## src/rtl/led_pattern_ctrl.sv

```systemverilog
// LED pattern controller: tick prescaler, switch debounce, four-mode LED driver
// (off / on / per-channel blink / PWM breathing), heartbeat and PMOD debug bus.
// state        | meaning
// MODE_OFF     | all LEDs dark
// MODE_ON      | all LEDs lit
// MODE_BLINK   | channel i toggles every BLINK_TICKS*(i+1) ticks
// MODE_BREATHE | PWM breathing, odd channels in antiphase
module led_pattern_ctrl #(
  parameter int CLK_HZ          = 60000000,
  parameter int TICK_HZ         = 1000,
  parameter int CHANNELS        = 2,
  parameter int DEBOUNCE_TICKS  = 20,
  parameter int BLINK_TICKS     = 500,
  parameter int PWM_BITS        = 8,
  parameter int HEARTBEAT_TICKS = 500
) (
  input  logic                clk,
  input  logic                rst_n,
  input  logic                sw,
  output logic [CHANNELS-1:0] led,
  output logic                heartbeat,
  output logic [1:0]          mode,
  output logic                tick,
  output logic [7:0]          dbg
);

  localparam int DIV   = CLK_HZ / TICK_HZ;
  localparam int PRE_W = $clog2(DIV);
  localparam int DEB_W = $clog2(DEBOUNCE_TICKS + 1);
  localparam int BLK_W = $clog2(BLINK_TICKS * CHANNELS + 1);
  localparam int HB_W  = $clog2(HEARTBEAT_TICKS + 1);
  localparam logic [PRE_W-1:0]    PRE_LAST = PRE_W'(DIV - 1);
  localparam logic [DEB_W-1:0]    DEB_LAST = DEB_W'(DEBOUNCE_TICKS - 1);
  localparam logic [HB_W-1:0]     HB_LAST  = HB_W'(HEARTBEAT_TICKS - 1);
  localparam logic [PWM_BITS-1:0] PWM_MAX  = '1;

  typedef enum logic [1:0] {
    MODE_OFF     = 2'd0,
    MODE_ON      = 2'd1,
    MODE_BLINK   = 2'd2,
    MODE_BREATHE = 2'd3
  } mode_t;

  mode_t               mode_q, mode_d;
  logic [PRE_W-1:0]    pre_cnt;
  logic                sync1, sync2;
  logic                sw_stable, sw_stable_d;
  logic [DEB_W-1:0]    deb_cnt;
  logic                press;
  logic [HB_W-1:0]     hb_cnt;
  logic [PWM_BITS-1:0] pwm_cnt, duty;
  logic                dir_down;
  logic [CHANNELS-1:0] blink_led, led_d;
  logic [2:0]          led3;

  always_ff @(posedge clk or negedge rst_n) begin
    if (!rst_n) begin
      pre_cnt <= '0;
      tick    <= 1'b0;
    end else begin
      pre_cnt <= (pre_cnt == PRE_LAST) ? '0 : pre_cnt + 1'b1;
      tick    <= (pre_cnt == PRE_LAST);
    end
  end

  // Only a change that persists for DEBOUNCE_TICKS consecutive ticks is accepted.
  always_ff @(posedge clk or negedge rst_n) begin
    if (!rst_n) begin
      sync1       <= 1'b0;
      sync2       <= 1'b0;
      sw_stable   <= 1'b0;
      sw_stable_d <= 1'b0;
      deb_cnt     <= '0;
    end else begin
      sync1       <= sw;
      sync2       <= sync1;
      sw_stable_d <= sw_stable;
      if (tick) begin
        if (sync2 == sw_stable) begin
          deb_cnt <= '0;
        end else if (deb_cnt == DEB_LAST) begin
          sw_stable <= sync2;
          deb_cnt   <= '0;
        end else begin
          deb_cnt <= deb_cnt + 1'b1;
        end
      end
    end
  end

  assign press = sw_stable & ~sw_stable_d;

  always_ff @(posedge clk or negedge rst_n) begin
    if (!rst_n) mode_q <= MODE_OFF;
    else        mode_q <= mode_d;
  end

  always_comb begin
    mode_d = mode_q;
    if (press) mode_d = mode_t'(2'(mode_q + 2'd1));
  end

  always_ff @(posedge clk or negedge rst_n) begin
    if (!rst_n) begin
      hb_cnt    <= '0;
      heartbeat <= 1'b0;
    end else if (tick) begin
      if (hb_cnt == HB_LAST) begin
        hb_cnt    <= '0;
        heartbeat <= ~heartbeat;
      end else begin
        hb_cnt <= hb_cnt + 1'b1;
      end
    end
  end

  // Duty triangle ramp; a mode change restarts it from zero going up.
  always_ff @(posedge clk or negedge rst_n) begin
    if (!rst_n) begin
      pwm_cnt  <= '0;
      duty     <= '0;
      dir_down <= 1'b0;
    end else begin
      pwm_cnt <= pwm_cnt + 1'b1;
      if (press) begin
        duty     <= '0;
        dir_down <= 1'b0;
      end else if (tick) begin
        if (!dir_down) begin
          if (duty == PWM_MAX) begin
            dir_down <= 1'b1;
            duty     <= duty - 1'b1;
          end else begin
            duty <= duty + 1'b1;
          end
        end else begin
          if (duty == '0) begin
            dir_down <= 1'b0;
            duty     <= duty + 1'b1;
          end else begin
            duty <= duty - 1'b1;
          end
        end
      end
    end
  end

  for (genvar g = 0; g < CHANNELS; g++) begin : g_blink
    localparam logic [BLK_W-1:0] BLK_LAST = BLK_W'(BLINK_TICKS * (g + 1) - 1);
    logic [BLK_W-1:0] blink_cnt;
    always_ff @(posedge clk or negedge rst_n) begin
      if (!rst_n) begin
        blink_cnt    <= '0;
        blink_led[g] <= 1'b0;
      end else if (press) begin
        blink_cnt    <= '0;
        blink_led[g] <= 1'b0;
      end else if (tick) begin
        if (blink_cnt == BLK_LAST) begin
          blink_cnt    <= '0;
          blink_led[g] <= ~blink_led[g];
        end else begin
          blink_cnt <= blink_cnt + 1'b1;
        end
      end
    end
  end

  always_comb begin
    led_d = '0;
    case (mode_q)
      MODE_ON:    led_d = '1;
      MODE_BLINK: led_d = blink_led;
      MODE_BREATHE: begin
        for (int i = 0; i < CHANNELS; i++)
          led_d[i] = (i % 2 == 0) ? (pwm_cnt < duty) : (pwm_cnt < PWM_MAX - duty);
      end
      default: led_d = '0;
    endcase
  end

  always_ff @(posedge clk or negedge rst_n) begin
    if (!rst_n) led <= '0;
    else        led <= led_d;
  end

  for (genvar g = 0; g < 3; g++) begin : g_dbg
    if (g < CHANNELS) begin : g_used
      assign led3[g] = led[g];
    end else begin : g_pad
      assign led3[g] = 1'b0;
    end
  end

  assign mode = mode_q;
  assign dbg  = {mode_q, sw_stable, tick, heartbeat, led3};

endmodule

```

## config.mk

```make
export PLATFORM = sky130hd
export DESIGN_NAME = led_pattern_ctrl
export DESIGN_NICKNAME = d
export VERILOG_FILES = /design/src/rtl/led_pattern_ctrl.sv
export SDC_FILE = /design/constraint.sdc
export NUM_CORES = 1
export LEC_CHECK = 0
export ABC_AREA = 0
export CAP_MARGIN = 20
export CORE_ASPECT_RATIO = 0.6
export CORE_MARGIN = 8
export CORE_UTILIZATION = 40
export CTS_BUF_LIST = sky130_fd_sc_hd__clkbuf_4 sky130_fd_sc_hd__clkbuf_8
export DETAILED_ROUTE_END_ITERATION = 6
export GPL_TIMING_DRIVEN = 0
export RECOVER_POWER = 25
export SYNTH_ARGS = -nofsm -noshare
export SYNTH_HDL_FRONTEND = slang
export SYNTH_SLANG_ARGS = --single-unit
```

## constraint.sdc

```tcl
create_clock -name clk -period 5.3 [get_ports clk]
set_input_delay 0.53 -clock clk [delete_from_list [all_inputs] [get_ports clk]]
set_output_delay 0.53 -clock clk [all_outputs]
set_load 0.01 [all_outputs]
```

Word-level counts from Yosys, hierarchy flattened
Index checks and enable logic that the tools add are counted.

Magnitude comparators: 2. Eq/ne operators: 10. Mux-type cells: 27. Add/subtract/negate cells: 10. Bitwise operators: 6. Reduce and logical (&&, ||, !) cells: 8.

Operators by type and width (number): 10-bit two-way mux (6); 8-bit two-way mux (5); 10-bit by 1-bit adder with 10-bit output (second input constant) (2); 16-bit by 1-bit adder with 16-bit output (second input constant) (1); 8-bit by 1-bit adder with 8-bit output (second input constant) (2); 16-bit == test (second input constant) (1); 8-bit < comparator (2); 16-bit two-way mux (1); 1-bit two-way mux (11); 10-bit == test (second input constant) (1); 10-bit by 9-bit == test with 1-bit output (second input constant) (1); 5-bit two-way mux (2); 9-bit by 1-bit adder with 9-bit output (second input constant) (1); 9-bit == test (second input constant) (1); 9-bit two-way mux (1); 8-bit == test (second input constant) (1); 8-bit logical NOT (1); 8-bit by 1-bit subtractor with 8-bit output (second input constant) (1); 8-bit subtractor (first input constant) (1); 2-bit case mux with 3 select lines (1); 2-bit AND reduction (3); 2-bit nonzero test (3); 5-bit by 1-bit adder with 5-bit output (second input constant) (1); 5-bit == test (second input constant) (1); other kinds (7) (12).

Flip-flop bits (word level): 79. Word-level logic and storage cells: 81. Output and inout bits: 14. Input port bits: 3.

Depth between registers and ports, before layout
Gate-level depths: netlist (run 1).

Word-level depth: 5. Gate-level depth with buffers: 7. Mapped depth without buffers: 7.

Least setup slack after synthesis (run 1)
No wires, ideal clock.

Path kind: flip-flop to flip-flop. From: register g_blink[0].blink_cnt[0]. To: register g_blink[0].blink_cnt[9]. Path buffers: 0. Arrival time: 1.577 ns. Slack: 3.589 ns. Data required time: 5.166 ns. Library setup time: 0.134 ns. Cell stages (with the launch flop): 7. Path through: dfrtp_1 -> ha_1 -> or4b_4 -> o311ai_4 -> a21oi_1 -> o21ai_1 -> o31ai_1.

Word-level cells in the longest chain between the ends: 4. Elaborated cells between the ends (all ways): 5.

Ends and longest elaborated chain: from (decl) (RTL line 150) `logic [BLK_W-1:0] blink_cnt;`; from (signal assigned) (RTL line 163) `blink_cnt <= blink_cnt + 1'b1;`; 10-bit by 1-bit adder with 10-bit output or 10-bit by 9-bit == test with 1-bit output (tied branches) (RTL line 163, 159); 10-bit two-way mux * (RTL line 159) `if (blink_cnt == BLK_LAST) begin`; 10-bit two-way mux * (RTL line 158) `end else if (tick) begin`; 10-bit two-way mux * (RTL line 155) `end else if (press) begin`.

Every way passes the cells marked *; elsewhere a longest branch is shown, timed or not. The select of a mux whose other input is x is not followed. A chain may end at the register's enable or synchronous reset.

Worst setup path after layout (run 1)
From: register duty[1]. To: register led[1].

Word-level cells in the longest chain between the ends: 3.

Ends and longest elaborated chain: from (decl) (RTL line 51) `logic [PWM_BITS-1:0] pwm_cnt, duty;`; from (signal assigned) (RTL line 132) `duty <= duty - 1'b1;`; from (signal assigned) (RTL line 134) `duty <= duty + 1'b1;`; from (signal assigned) (RTL line 139) `duty <= duty + 1'b1;`; 8-bit subtractor (RTL line 176) `led_d[i] = (i % 2 == 0) ? (pwm_cnt < duty) : (pwm_cnt < PWM_MAX - duty);`; 8-bit < comparator (RTL line 176); 2-bit case mux with 3 select lines (RTL line 171) `case (mode_q)`; via led_d[1] (RTL line 53) `logic [CHANNELS-1:0] blink_led, led_d;`; to (signal assigned) (RTL line 184) `else led <= led_d;`; to (decl) (RTL line 20) `output logic [CHANNELS-1:0] led,`.

The timed path passes the listed nets, and every way through them passes these cells.

==> results of run 1 <==
[final cells by class]
cell class	count	area share [%]
multi-input combinational	322	44.3
sequential	79	41.3
tap	139	3.63
timing repair buffer	16	3.58
clock buffer	10	2.74
buffer	15	1.91
inverter	23	1.80
clock inverter	6	0.783
[cells in the mapped netlist, types with 4 or more instances]
cell type,n
xnor2_1,21
nand2_1,51
dfrtp_1,79
or3_1,9
ha_1,25
a21oi_1,11
inv_1,23
nand4_1,17
nand3_1,21
mux2i_1,4
and3_1,4
o21ai_0,22
o22ai_1,4
nand2b_1,4
buf_4,8
xor2_1,23
buf_2,4
nor2_1,44
nor3_1,8
[sequential cells by signal, summed over array words and instances, names as in the netlist, 2 cells and up]
| register | cells |
|---|---|
| duty | 8 |
| led | 2 |
| pwm_cnt | 8 |
| mode | 2 |
| hb_cnt | 9 |
| pre_cnt | 16 |
| deb_cnt | 5 |
| g_blink.blink_cnt | 20 |
| blink_led | 2 |
[stage by stage]
step	utilization, %	power, mW
2_1_floorplan	-	0.617
3_3_place_gp	43.9	0.631
3_5_place_dp	44.1	0.633
4_1_cts	45.7	1.03
5_1_grt	45.7	1.06
6_report	45.7	1.01
[worst max path at each step]
stage                                                     end                                 from
after floorplan           g_blink[0].blink_cnt[9]$_DFFE_PN0P_  g_blink[0].blink_cnt[0]$_DFFE_PN0P_
after global placement                  hb_cnt[7]$_DFFE_PN0P_                                rst_n
after detailed placement  g_blink[0].blink_cnt[3]$_DFFE_PN0P_                       tick$_DFF_PN0_
after CTS                                              dbg[4]                       tick$_DFF_PN0_
after global routing                         led[1]$_DFF_PN0_                  duty[1]$_DFFE_PN0P_
final                                        led[1]$_DFF_PN0_                  duty[1]$_DFFE_PN0P_
[routing by layer]
metal	vias up	track usage, %	wire length (um)	part of all wire, %
li1	1580	-	-	-
met1	1513	19.9	4840	55
met2	74	16.2	3320	38
met3	6	4.08	514	5.9
met4	0	3.76	63	0.72
met5	-	0	0	0
[kinds of logic after synthesis]
group,Yosys count,share of synthesized area [%]
compound gates,67,10.5
xor+xnor,44,9.01
fa+ha+maj,25,7.31
buf+inv,38,4.15
flops,79,46.2
mux,7,1.73
other cells,1,0.0877
simple gates,178,20.9
[critical path, cell delays in order, from the launching register on]
cell       delay, ns
dfrtp_1         0.47
inv_1           0.13
ha_1            0.31
o21bai_1        0.16
a21oi_1         0.17
o21ai_0         0.14
a2111oi_0       0.51
nor2_1          0.09
[power by group through the flow]
stage	clock network (mW)	registers [mW]	logic, mW
after global placement	0	0.616	0.0156
after floorplan	0	0.616	0.00155
after CTS	0.411	0.603	0.0180
after detailed placement	0	0.615	0.0180
after global routing	0.436	0.604	0.0197
final	0.393	0.603	0.0162
==> impl_results.rst, run 1 <==
.. list-table::
   :header-rows: 1

   * - Metric
     - Value
   * - Result of the run
     - complete, no violations
   * - Transition time at the pin with the least slew margin
     - 1.18 ns
   * - Top cell type's share of synthesized area
     - 46.2%
   * - Global placer's final weighted congestion
     - 0.821
   * - Number of different library cells in the post-synthesis netlist
     - 57
   * - Final Net Count
     - 494
   * - Worst reg-to-reg setup slack
     - 3.17 ns
   * - MaxCap Viol Count
     - 0
   * - Post-Layout Inst Area
     - 4790 um2
   * - Horizontal die dimension
     - 149 um
   * - Post-synthesis sequential area ratio
     - 46.2%
   * - Aggregate negative setup slack
     - 0 ns
   * - Number of cells on the worst reg-to-reg path
     - 7
   * - Total grt overflow
     - 0
   * - Number of buffers inserted by port buffering
     - 15
   * - Number of synthesized flops with an enable pin
     - 0
   * - Combined global-route utilization of all metal layers
     - 12.9%
   * - Die height
     - 96.1 um
   * - Syn Nets
     - 467
   * - Hold_sp
     - sync1$_DFF_PN0_
   * - Maximum buffer depth of the clock tree
     - 2
   * - Combinational Power Share
     - 1.6%
   * - Cell area power density
     - 211 nW/um2
   * - WHS
     - 0.356 ns
   * - CTS sink count
     - 79
   * - Hold-fix buffer count after cts
     - 0
   * - Ranking of synthesized cells by area
     - dfrtp_1 (46%), ha_1 (7.3%), xor2_1 (4.7%)
   * - Mapped Cells
     - 439
   * - Maximum number of pins on one net before global-route repair
     - 62
   * - Antenna diodes
     - 0
   * - Startpoint type of the worst setup path
     - flop
   * - Area leader, netlist
     - dfrtp_1
   * - R2r endpoint
     - led[1]$_DFF_PN0_
   * - Arr. time, crit path
     - 2.36 ns
   * - Avg Vias per Cell
     - 5.20
   * - Synth Register Bits
     - 79
   * - Synth-to-layout area growth
     - 12.0%
   * - Commonest non-fill, non-tap cells in the layout
     - dfrtp_1 (79), nand2_1 (51), nor2_1 (44), ha_1 (25)
   * - Register clock-pin slew on the reported worst setup and hold paths
     - 0.08 ns
   * - First-iteration detailed-routing DRC count
     - 200
   * - I/O pin total
     - 17
   * - Most common library cell in the layout ignoring fill and taps
     - dfrtp_1
   * - Total number of H-tree levels
     - 3
   * - Final count of negative-setup-slack endpoints
     - 0
   * - Switching power summed over all nets
     - 234 uW
   * - Pre-antenna DRT Iters
     - 5
   * - Global-route wire length before repair
     - 14600 um
   * - Unrepaired setup endpoints after global routing
     - false
   * - Worst-case clock skew
     - 0.00815 ns
   * - Total number of vias
     - 3173
   * - Internal Dissipation
     - 779 uW
   * - Final worst path period share
     - 40.3%
   * - Via count of the first global-routing pass
     - 2865
   * - Critical-path maximum fanout
     - 6
   * - Relative contribution of the clock network to total power
     - 38.8%
   * - Routed WL
     - 8740 um
   * - Inst Count DP
     - 594
   * - Source of the worst register-to-register timing path
     - duty[1]$_DFFE_PN0P_
   * - Upper clock frequency limit
     - 0.469 GHz
   * - Filler Cell Count
     - 1009
   * - Tmin final
     - 2.13 ns
   * - Power share of the sequential group
     - 59.6%
   * - Count of standard-cell rows
     - 29
   * - Rel. slew slack
     - 21.6%
   * - Cell leakage power
     - 2.13 nW
   * - Remaining number of nets flagged by the antenna check after routing
     - 0
   * - Finished Layout Cells
     - 610
   * - Asr flop ratio synth
     - 100%
   * - Initial cell density of the core
     - 40.8%
   * - Final Hold Viols
     - 0
   * - Endpoint of the worst hold path
     - sync2$_DFF_PN0_
   * - Startpoint-to-endpoint class of the critical path
     - reg2reg
   * - Root cell of the clock tree
     - clkbuf_8
   * - WL per Instance
     - 14.3 um
   * - Initial antenna violation count
     - 0
   * - Maximum vdd ir drop
     - 0.104 mV
   * - Synth Flop Type
     - dfrtp_1
   * - Area used by sequential logic in the layout
     - 1980 um2
   * - Final setup slack of the worst path
     - 3.17 ns
   * - Core area
     - 10500 um2
   * - Fraction of final layout cells sized beyond drive strength 1
     - 9.77%
   * - Later-pin clock latency in the skew report
     - 0.35 ns
   * - Placed standard-cell area
     - 4630 um2
   * - Setup Buffers After CTS
     - 0
   * - Worst min-delay path class
     - reg2reg
   * - Detailed-placement wirelength estimate
     - 6470 um
   * - Worst hold path stage count
     - 0
   * - Clock buffer count from CTS
     - 9
   * - Pre-CTS setup slack
     - 3.20 ns
   * - Switching power share of the total
     - 23.1%
   * - Warnings, synthesis
     - 0
   * - CTS resizes
     - 0
   * - Clock tree from TritonCTS
     - built
   * - Worst endpoint required time
     - 5.53 ns
   * - Number of remaining DRC errors
     - 0
   * - Syn avg cell area
     - 9.74 um2
   * - Netlist area before placement
     - 4280 um2
   * - Total Die Area
     - 14400 um2
   * - Fin. max-slew vios
     - 0
   * - Total area of multi-input combinational cells
     - 2120 um2
   * - Nature of the critical path endpoint
     - flop
Note: power is estimated with default switching activity, not from simulation.
==> inputs of run 2 (changes only) <==
Clock period 5.3 ns to 2.1 ns, I/O delays scaled along.
==> run 2 against run 1 <==
Compared with the run above: sequential cell count unchanged; register-to-register slack worse by 3.1 ns; design area about the same; highest routed layer unchanged; total power rose to 2.5 times the previous value; global-route usage fell by 0.092 points; worst setup slack got worse by 3.1 ns; via count decreased by 0.91%.
==> impl_results.rst, run 2 (synthesis results as in run 1) <==
.. list-table::
   :header-rows: 1

   * - Metric
     - Value
   * - Result of the run
     - complete, no violations
   * - Pre-antenna DRT Iters
     - 5 (unchanged)
   * - Most common library cell in the layout ignoring fill and taps
     - dfrtp_1
   * - Detailed-placement wirelength estimate
     - 6470 um (unchanged)
   * - Relative contribution of the clock network to total power
     - 38.8% (about the same)
   * - Maximum buffer depth of the clock tree
     - 2 (unchanged)
   * - Commonest non-fill, non-tap cells in the layout
     - dfrtp_1 (78), nand2_1 (51), nor2_1 (44), ha_1 (25)
   * - Setup Buffers After CTS
     - 0 (unchanged)
   * - Switching power summed over all nets
     - 586 uW (+150%)
   * - Avg Vias per Cell
     - 5.15 (-0.91%)
   * - Unrepaired setup endpoints after global routing
     - false
   * - Largest regs
     - g_blink.blink_cnt: 20 flops, pre_cnt: 16 flops, hb_cnt: 9 flops
   * - Combined global-route utilization of all metal layers
     - 12.8% (-0.092 points)
   * - Global-route wire length before repair
     - 14600 um (-0.56%)
   * - Filler Cell Count
     - 1016 (+0.69%)
   * - Initial cell density of the core
     - 40.8% (unchanged)
   * - Final setup slack of the worst path
     - 0.109 ns (-3.06 ns)
   * - Combinational Power Share
     - 1.5% (about the same)
   * - Number of remaining DRC errors
     - 0 (unchanged)
   * - Worst-case clock skew
     - 0.0108 ns (+0.00261 ns)
   * - Cell leakage power
     - 2.12 nW (-0.25%)
   * - Remaining number of nets flagged by the antenna check after routing
     - 0 (unchanged)
   * - Clock tree from TritonCTS
     - built
   * - Power share of the sequential group
     - 59.7% (about the same)
   * - Final count of negative-setup-slack endpoints
     - 0 (unchanged)
   * - Maximum number of pins on one net before global-route repair
     - 62 (unchanged)
   * - Arr. time, crit path
     - 2.20 ns (-0.16 ns)
   * - First-iteration detailed-routing DRC count
     - 204 (+2.0%)
   * - Horizontal die dimension
     - 149 um (unchanged)
   * - Nature of the critical path endpoint
     - flop
   * - Transition time at the pin with the least slew margin
     - 1.08 ns (-0.100 ns)
   * - Fraction of final layout cells sized beyond drive strength 1
     - 10.2% (+0.42 points)
   * - Pre-CTS setup slack
     - -0.00246 ns (-3.20 ns)
   * - Worst reg-to-reg setup slack
     - 0.11 ns (-3.06 ns)
   * - Finished Layout Cells
     - 610 (unchanged)
   * - Final Net Count
     - 494 (unchanged)
   * - Post-Layout Inst Area
     - 4790 um2 (about the same)
   * - MaxCap Viol Count
     - 0 (unchanged)
   * - Upper clock frequency limit
     - 0.502 GHz (+7.2%)
   * - Register clock-pin slew on the reported worst setup and hold paths
     - 0.08 ns (about the same)
   * - Count of standard-cell rows
     - 29 (unchanged)
   * - Clock buffer count from CTS
     - 9 (unchanged)
   * - Synth-to-layout area growth
     - 12.0% (about the same)
   * - Final worst path period share
     - 94.8% (+55 points)
   * - Switching power share of the total
     - 23.0% (-0.11 points)
   * - Later-pin clock latency in the skew report
     - 0.35 ns (about the same)
   * - Global placer's final weighted congestion
     - 0.821 (unchanged)
   * - Final Hold Viols
     - 0 (unchanged)
   * - Total number of H-tree levels
     - 3 (unchanged)
   * - CTS sink count
     - 79 (unchanged)
   * - I/O pin total
     - 17 (unchanged)
   * - Worst min-delay path class
     - reg2reg
   * - Fin. max-slew vios
     - 0 (unchanged)
   * - Max stage delay cell, worst path
     - dfrtp_1
   * - Placed standard-cell area
     - 4630 um2 (unchanged)
   * - Maximum vdd ir drop
     - 0.257 mV (+150%)
   * - Inst Count DP
     - 594 (unchanged)
   * - Max reg flops
     - 20 (unchanged)
   * - Internal Dissipation
     - 1.96 mW (+150%)
   * - Register bank with the most flops
     - g_blink.blink_cnt
   * - Cells traversed along the worst timing path
     - buf_2 -> nor3b_2 -> nand3_1 -> a21oi_1 -> o21a_1 -> nor3_1
   * - Number of buffers inserted by port buffering
     - 15 (unchanged)
   * - Total Die Area
     - 14400 um2 (unchanged)
   * - WL per Instance
     - 14.2 um (-0.52%)
   * - Antenna diodes
     - 0 (unchanged)
   * - Critical-path maximum fanout
     - 19 (+13)
   * - Root cell of the clock tree
     - clkbuf_8
   * - Startpoint type of the worst setup path
     - flop
   * - Die height
     - 96.1 um (unchanged)
   * - Tmin final
     - 1.99 ns (-0.143 ns)
   * - Via count of the first global-routing pass
     - 2862 (-0.10%)
   * - Routed WL
     - 8690 um (-0.52%)
   * - Worst endpoint required time
     - 2.31 ns (-3.22 ns)
   * - Core area
     - 10500 um2 (unchanged)
   * - Startpoint-to-endpoint class of the critical path
     - reg2reg
   * - Cell area power density
     - 532 nW/um2 (+150%)
   * - Crit path buf inv count
     - 1 (unchanged)
   * - Cell family with most CP delay
     - flip-flops
   * - Initial antenna violation count
     - 0 (unchanged)
   * - Rel. slew slack
     - 28.2% (+6.7 points)
   * - Total number of vias
     - 3144 (-0.91%)
   * - Total grt overflow
     - 0 (unchanged)
   * - Delay contributed by the slowest stage of the critical path
     - 0.55 ns (+0.04 ns)
==> run 2: through the flow <==
| stage | total power, mW | setup TNS [ns] | utilization [%] | hold WS, ns |
|---|---|---|---|---|
| 4_1_cts | 2.61 | 0 | 45.8 | 0.262 |
| 3_3_place_gp | 1.59 | -165.86 | 43.9 | 0.338 |
| 6_report | 2.55 | 0 | 45.7 | 0.356 |
| 3_5_place_dp | 1.60 | -0.00246 | 44.1 | 0.117 |
| 5_1_grt | 2.67 | 0 | 45.7 | 0.388 |
| 2_1_floorplan | 1.56 | 0 | - | -0.0856 |
==> run 2: final timing paths <==
path | from | to | depth (start not counted)
worst max-delay path | tick$_DFF_PN0_ | duty[7]$_DFFE_PN0P_ | 6
max in group asynchronous | rst_n | duty[1]$_DFFE_PN0P_ | 3
worst max register to register | tick$_DFF_PN0_ | duty[7]$_DFFE_PN0P_ | 6
worst min-delay path | sync1$_DFF_PN0_ | sync2$_DFF_PN0_ | 0
worst min register to register | sync1$_DFF_PN0_ | sync2$_DFF_PN0_ | 0
min in group asynchronous | rst_n | pwm_cnt[2]$_DFF_PN0_ | 2
==> run 2: area by class of cell <==
cell class,instances,area [um2],share of cell area [%]
Buffer,14,87.6,1.83
Clock buffer,10,131,2.74
Clock inverter,6,37.5,0.784
Inverter,23,86.3,1.80
Multi-Input combinational cell,322,2130,44.4
Sequential cell,79,1980,41.3
Tap cell,139,174,3.63
Timing Repair Buffer,17,165,3.45
==> run 2: layer usage <==
metal  track usage [%]  routed length, um  up-vias  share of wire, %
met5                 0                  0        -                 0
met4              3.76                 25        0              0.29
met3              4.08                539        2               6.2
met2              16.2               3320       66                38
met1              19.7               4810     1496                55
li1                  -                  -     1580                 -
==> run 2: power groups by stage <==
stage	sequential [mW]	combinational, mW	clock [mW]
global placement	1.55	0.0395	0
detailed placement	1.55	0.0455	0
CTS	1.52	0.0470	1.04
global route	1.52	0.0467	1.10
floorplan	1.55	0.00392	0
finish	1.52	0.0382	0.989
==> run 2: what timing repair did <==
action                                  in CTS  in global routing
gates resized for setup                      1                  2
hold buffers                                 1                  0
endpoints found under the setup margin       7                  1
hold endpoints to repair                    18                  0
==> inputs of run 3 (changes only) <==
Settings changed: SLEW_MARGIN from default to 20.
==> run 3 against run 2 <==
Compared with the run above: clock skew down 0.0023 ns; first-iteration DRC count fell by 21%; register-to-register slack better by 0.02 ns.
==> impl_results.rst, run 3 (synthesis results as in run 1) <==
.. list-table::
   :header-rows: 1

   * - Metric
     - Value
   * - Pre-antenna DRT Iters
     - 4 (-1)
   * - Cell family with most CP delay
     - compound AO/OA/AOI/OAI gates
   * - Source of the worst register-to-register timing path
     - duty[1]$_DFFE_PN0P_
   * - Worst min-delay path class
     - reg2reg
   * - I/O pin total
     - 17 (unchanged)
   * - Detailed-placement wirelength estimate
     - 6450 um (-0.23%)
   * - Combined global-route utilization of all metal layers
     - 13.1% (+0.27 points)
   * - Inst Count DP
     - 594 (unchanged)
   * - Cell area power density
     - 564 nW/um2 (+5.9%)
   * - Crit path buf inv count
     - 1 (unchanged)
   * - Worst reg-to-reg setup slack
     - 0.13 ns (+0.02 ns)
   * - Final worst path period share
     - 93.8% (-1.0 points)
   * - Clock tree from TritonCTS
     - built
   * - Delay contributed by the slowest stage of the critical path
     - 0.47 ns (-0.08 ns)
   * - WL per Instance
     - 14.4 um (+1.0%)
   * - Clock buffer count from CTS
     - 9 (unchanged)
   * - Nature of the critical path endpoint
     - flop
   * - Final setup slack of the worst path
     - 0.130 ns (+0.0216 ns)
   * - Startpoint type of the worst setup path
     - flop
   * - Synth-to-layout area growth
     - 13.1%
   * - Max stage delay cell, worst path
     - dfrtp_1
   * - Arr. time, crit path
     - 2.21 ns (about the same)
   * - Aggregate negative setup slack
     - 0 ns (unchanged)
   * - Final Net Count
     - 495 (+0.20%)
   * - Most common library cell in the layout ignoring fill and taps
     - dfrtp_1
   * - Final Hold Viols
     - 0 (unchanged)
   * - Horizontal die dimension
     - 149 um (unchanged)
   * - Initial antenna violation count
     - 0 (unchanged)
   * - Critical path capture point
     - led[1]$_DFF_PN0_
   * - Transition time at the pin with the least slew margin
     - 1.23 ns (+0.153 ns)
   * - Core area
     - 10500 um2 (unchanged)
   * - Count of standard-cell rows
     - 29 (unchanged)
   * - Upper clock frequency limit
     - 0.508 GHz (+1.1%)
   * - Final count of negative-setup-slack endpoints
     - 0 (unchanged)
   * - Maximum buffer depth of the clock tree
     - 2 (unchanged)
   * - Finished Layout Cells
     - 611 (+0.16%)
   * - Number of remaining DRC errors
     - 0 (unchanged)
   * - CTS sink count
     - 79 (unchanged)
   * - Max reg flops
     - 20 (unchanged)
   * - Antenna diodes
     - 0 (unchanged)
   * - Worst endpoint required time
     - 2.34 ns (+0.03 ns)
   * - Fraction of final layout cells sized beyond drive strength 1
     - 10.4% (+0.19 points)
   * - Via count of the first global-routing pass
     - 2871 (+0.31%)
   * - MaxCap Viol Count
     - 0 (unchanged)
   * - Cell leakage power
     - 2.15 nW (+1.2%)
   * - Root cell of the clock tree
     - clkbuf_8
   * - Total number of vias
     - 3130 (-0.45%)
   * - Die height
     - 96.1 um (unchanged)
   * - Sum of internal, switching and leakage power
     - 2.73 mW (+7.0%)
   * - Register clock-pin slew on the reported worst setup and hold paths
     - 0.08 ns (about the same)
   * - Number of buffers inserted by port buffering
     - 15 (unchanged)
   * - WHS
     - 0.370 ns (+0.0143 ns)
   * - Pre-CTS setup slack
     - 0.0233 ns (+0.0258 ns)
   * - Critical path launch point
     - duty[1]$_DFFE_PN0P_
   * - Total Die Area
     - 14400 um2 (unchanged)
   * - Worst-case clock skew
     - 0.00843 ns (-0.00234 ns)
   * - R2r endpoint
     - led[1]$_DFF_PN0_
   * - Maximum vdd ir drop
     - 0.262 mV (+1.9%)
   * - Total number of H-tree levels
     - 3 (unchanged)
   * - Total grt overflow
     - 0 (unchanged)
   * - Global-route wire length before repair
     - 14800 um (+2.0%)
   * - Commonest non-fill, non-tap cells in the layout
     - dfrtp_1 (79), nand2_1 (51), nor2_1 (44), ha_1 (25)
   * - Avg Vias per Cell
     - 5.12 (-0.61%)
   * - Maximum number of pins on one net before global-route repair
     - 48 (-23%)
   * - Critical-path maximum fanout
     - 6 (-13)
   * - Global placer's final weighted congestion
     - 0.821 (unchanged)
   * - Startpoint-to-endpoint class of the critical path
     - reg2reg
   * - Later-pin clock latency in the skew report
     - 0.36 ns (about the same)
   * - Initial cell density of the core
     - 40.8% (unchanged)
   * - Number of cells on the worst reg-to-reg path
     - 7 (+1)
   * - Largest regs
     - g_blink.blink_cnt: 20 flops, pre_cnt: 16 flops, hb_cnt: 9 flops
   * - Unrepaired setup endpoints after global routing
     - false
   * - Result of the run
     - complete, no violations
   * - Tmin final
     - 1.97 ns (-0.0216 ns)
   * - Remaining number of nets flagged by the antenna check after routing
     - 0 (unchanged)
   * - Rel. slew slack
     - 18.1% (-10 points)
   * - First-iteration detailed-routing DRC count
     - 161 (-21%)
   * - Routed WL
     - 8800 um (+1.2%)
   * - WP depth
     - 7 (+1)
   * - Cells traversed along the worst timing path
     - inv_1 -> ha_1 -> o21bai_1 -> a21oi_1 -> o21ai_0 -> a2111oi_2 -> nor2_1
   * - Register bank with the most flops
     - g_blink.blink_cnt
   * - Setup Buffers After CTS
     - 0 (unchanged)
   * - Fin. max-slew vios
     - 0 (unchanged)
run 3: final cells by class:
cell class                      count  area, um2
Fill cell                         993       5650
Buffer                             15       92.6
Clock inverter                      5       57.6
Clock buffer                       11        145
Sequential cell                    79       1980
Tap cell                          139        174
Multi-Input combinational cell    322       2130
Inverter                           23       86.3
Timing Repair Buffer               17        175
run 3: worst min-delay path by stage:
stage	from	slack (ns)	endpoint	cells after the start
after floorplan	rst_n	-0.09	blink_led[0]$_DFFE_PN0P_	0
after detailed placement	rst_n	0.28	g_blink[0].blink_cnt[4]$_DFFE_PN0P_	1
after global placement	sync1$_DFF_PN0_	0.34	sync2$_DFF_PN0_	0
after global routing	sync1$_DFF_PN0_	0.40	sync2$_DFF_PN0_	0
final	sync1$_DFF_PN0_	0.37	sync2$_DFF_PN0_	0
after CTS	sw	0.28	sync1$_DFF_PN0_	1
run 3: power breakdown:
part	leakage, nW	switching, mW	internal [mW]	total [mW]
registers	1.07	0.00128	1.52	1.52
logic	0.984	0.0319	0.00915	0.0411
clock network	0.0950	0.570	0.593	1.16
run 3: metrics by stage:
step / instance area, um2 / utilization (%)
floorplan: 4280 / -
detailed placement: 4620 / 44.0
global placement: 4600 / 43.9
finish: 4840 / 46.1
global route: 4840 / 46.1
CTS: 4830 / 46.1
run 3: what timing repair did:
item / in CTS / in global routing
endpoints found under the setup margin: 1 / 9
hold buffers: 1 / 0
resized for setup: 1 / 2
pin swaps: 0 / 0
hold endpoints to repair: 46 / 0
run 3: metal layers:
metal,routed length [um],global-route usage (%)
met3,412,3.94
met5,0,0
met2,3250,16.5
met4,90,3.51
met1,5040,20.4
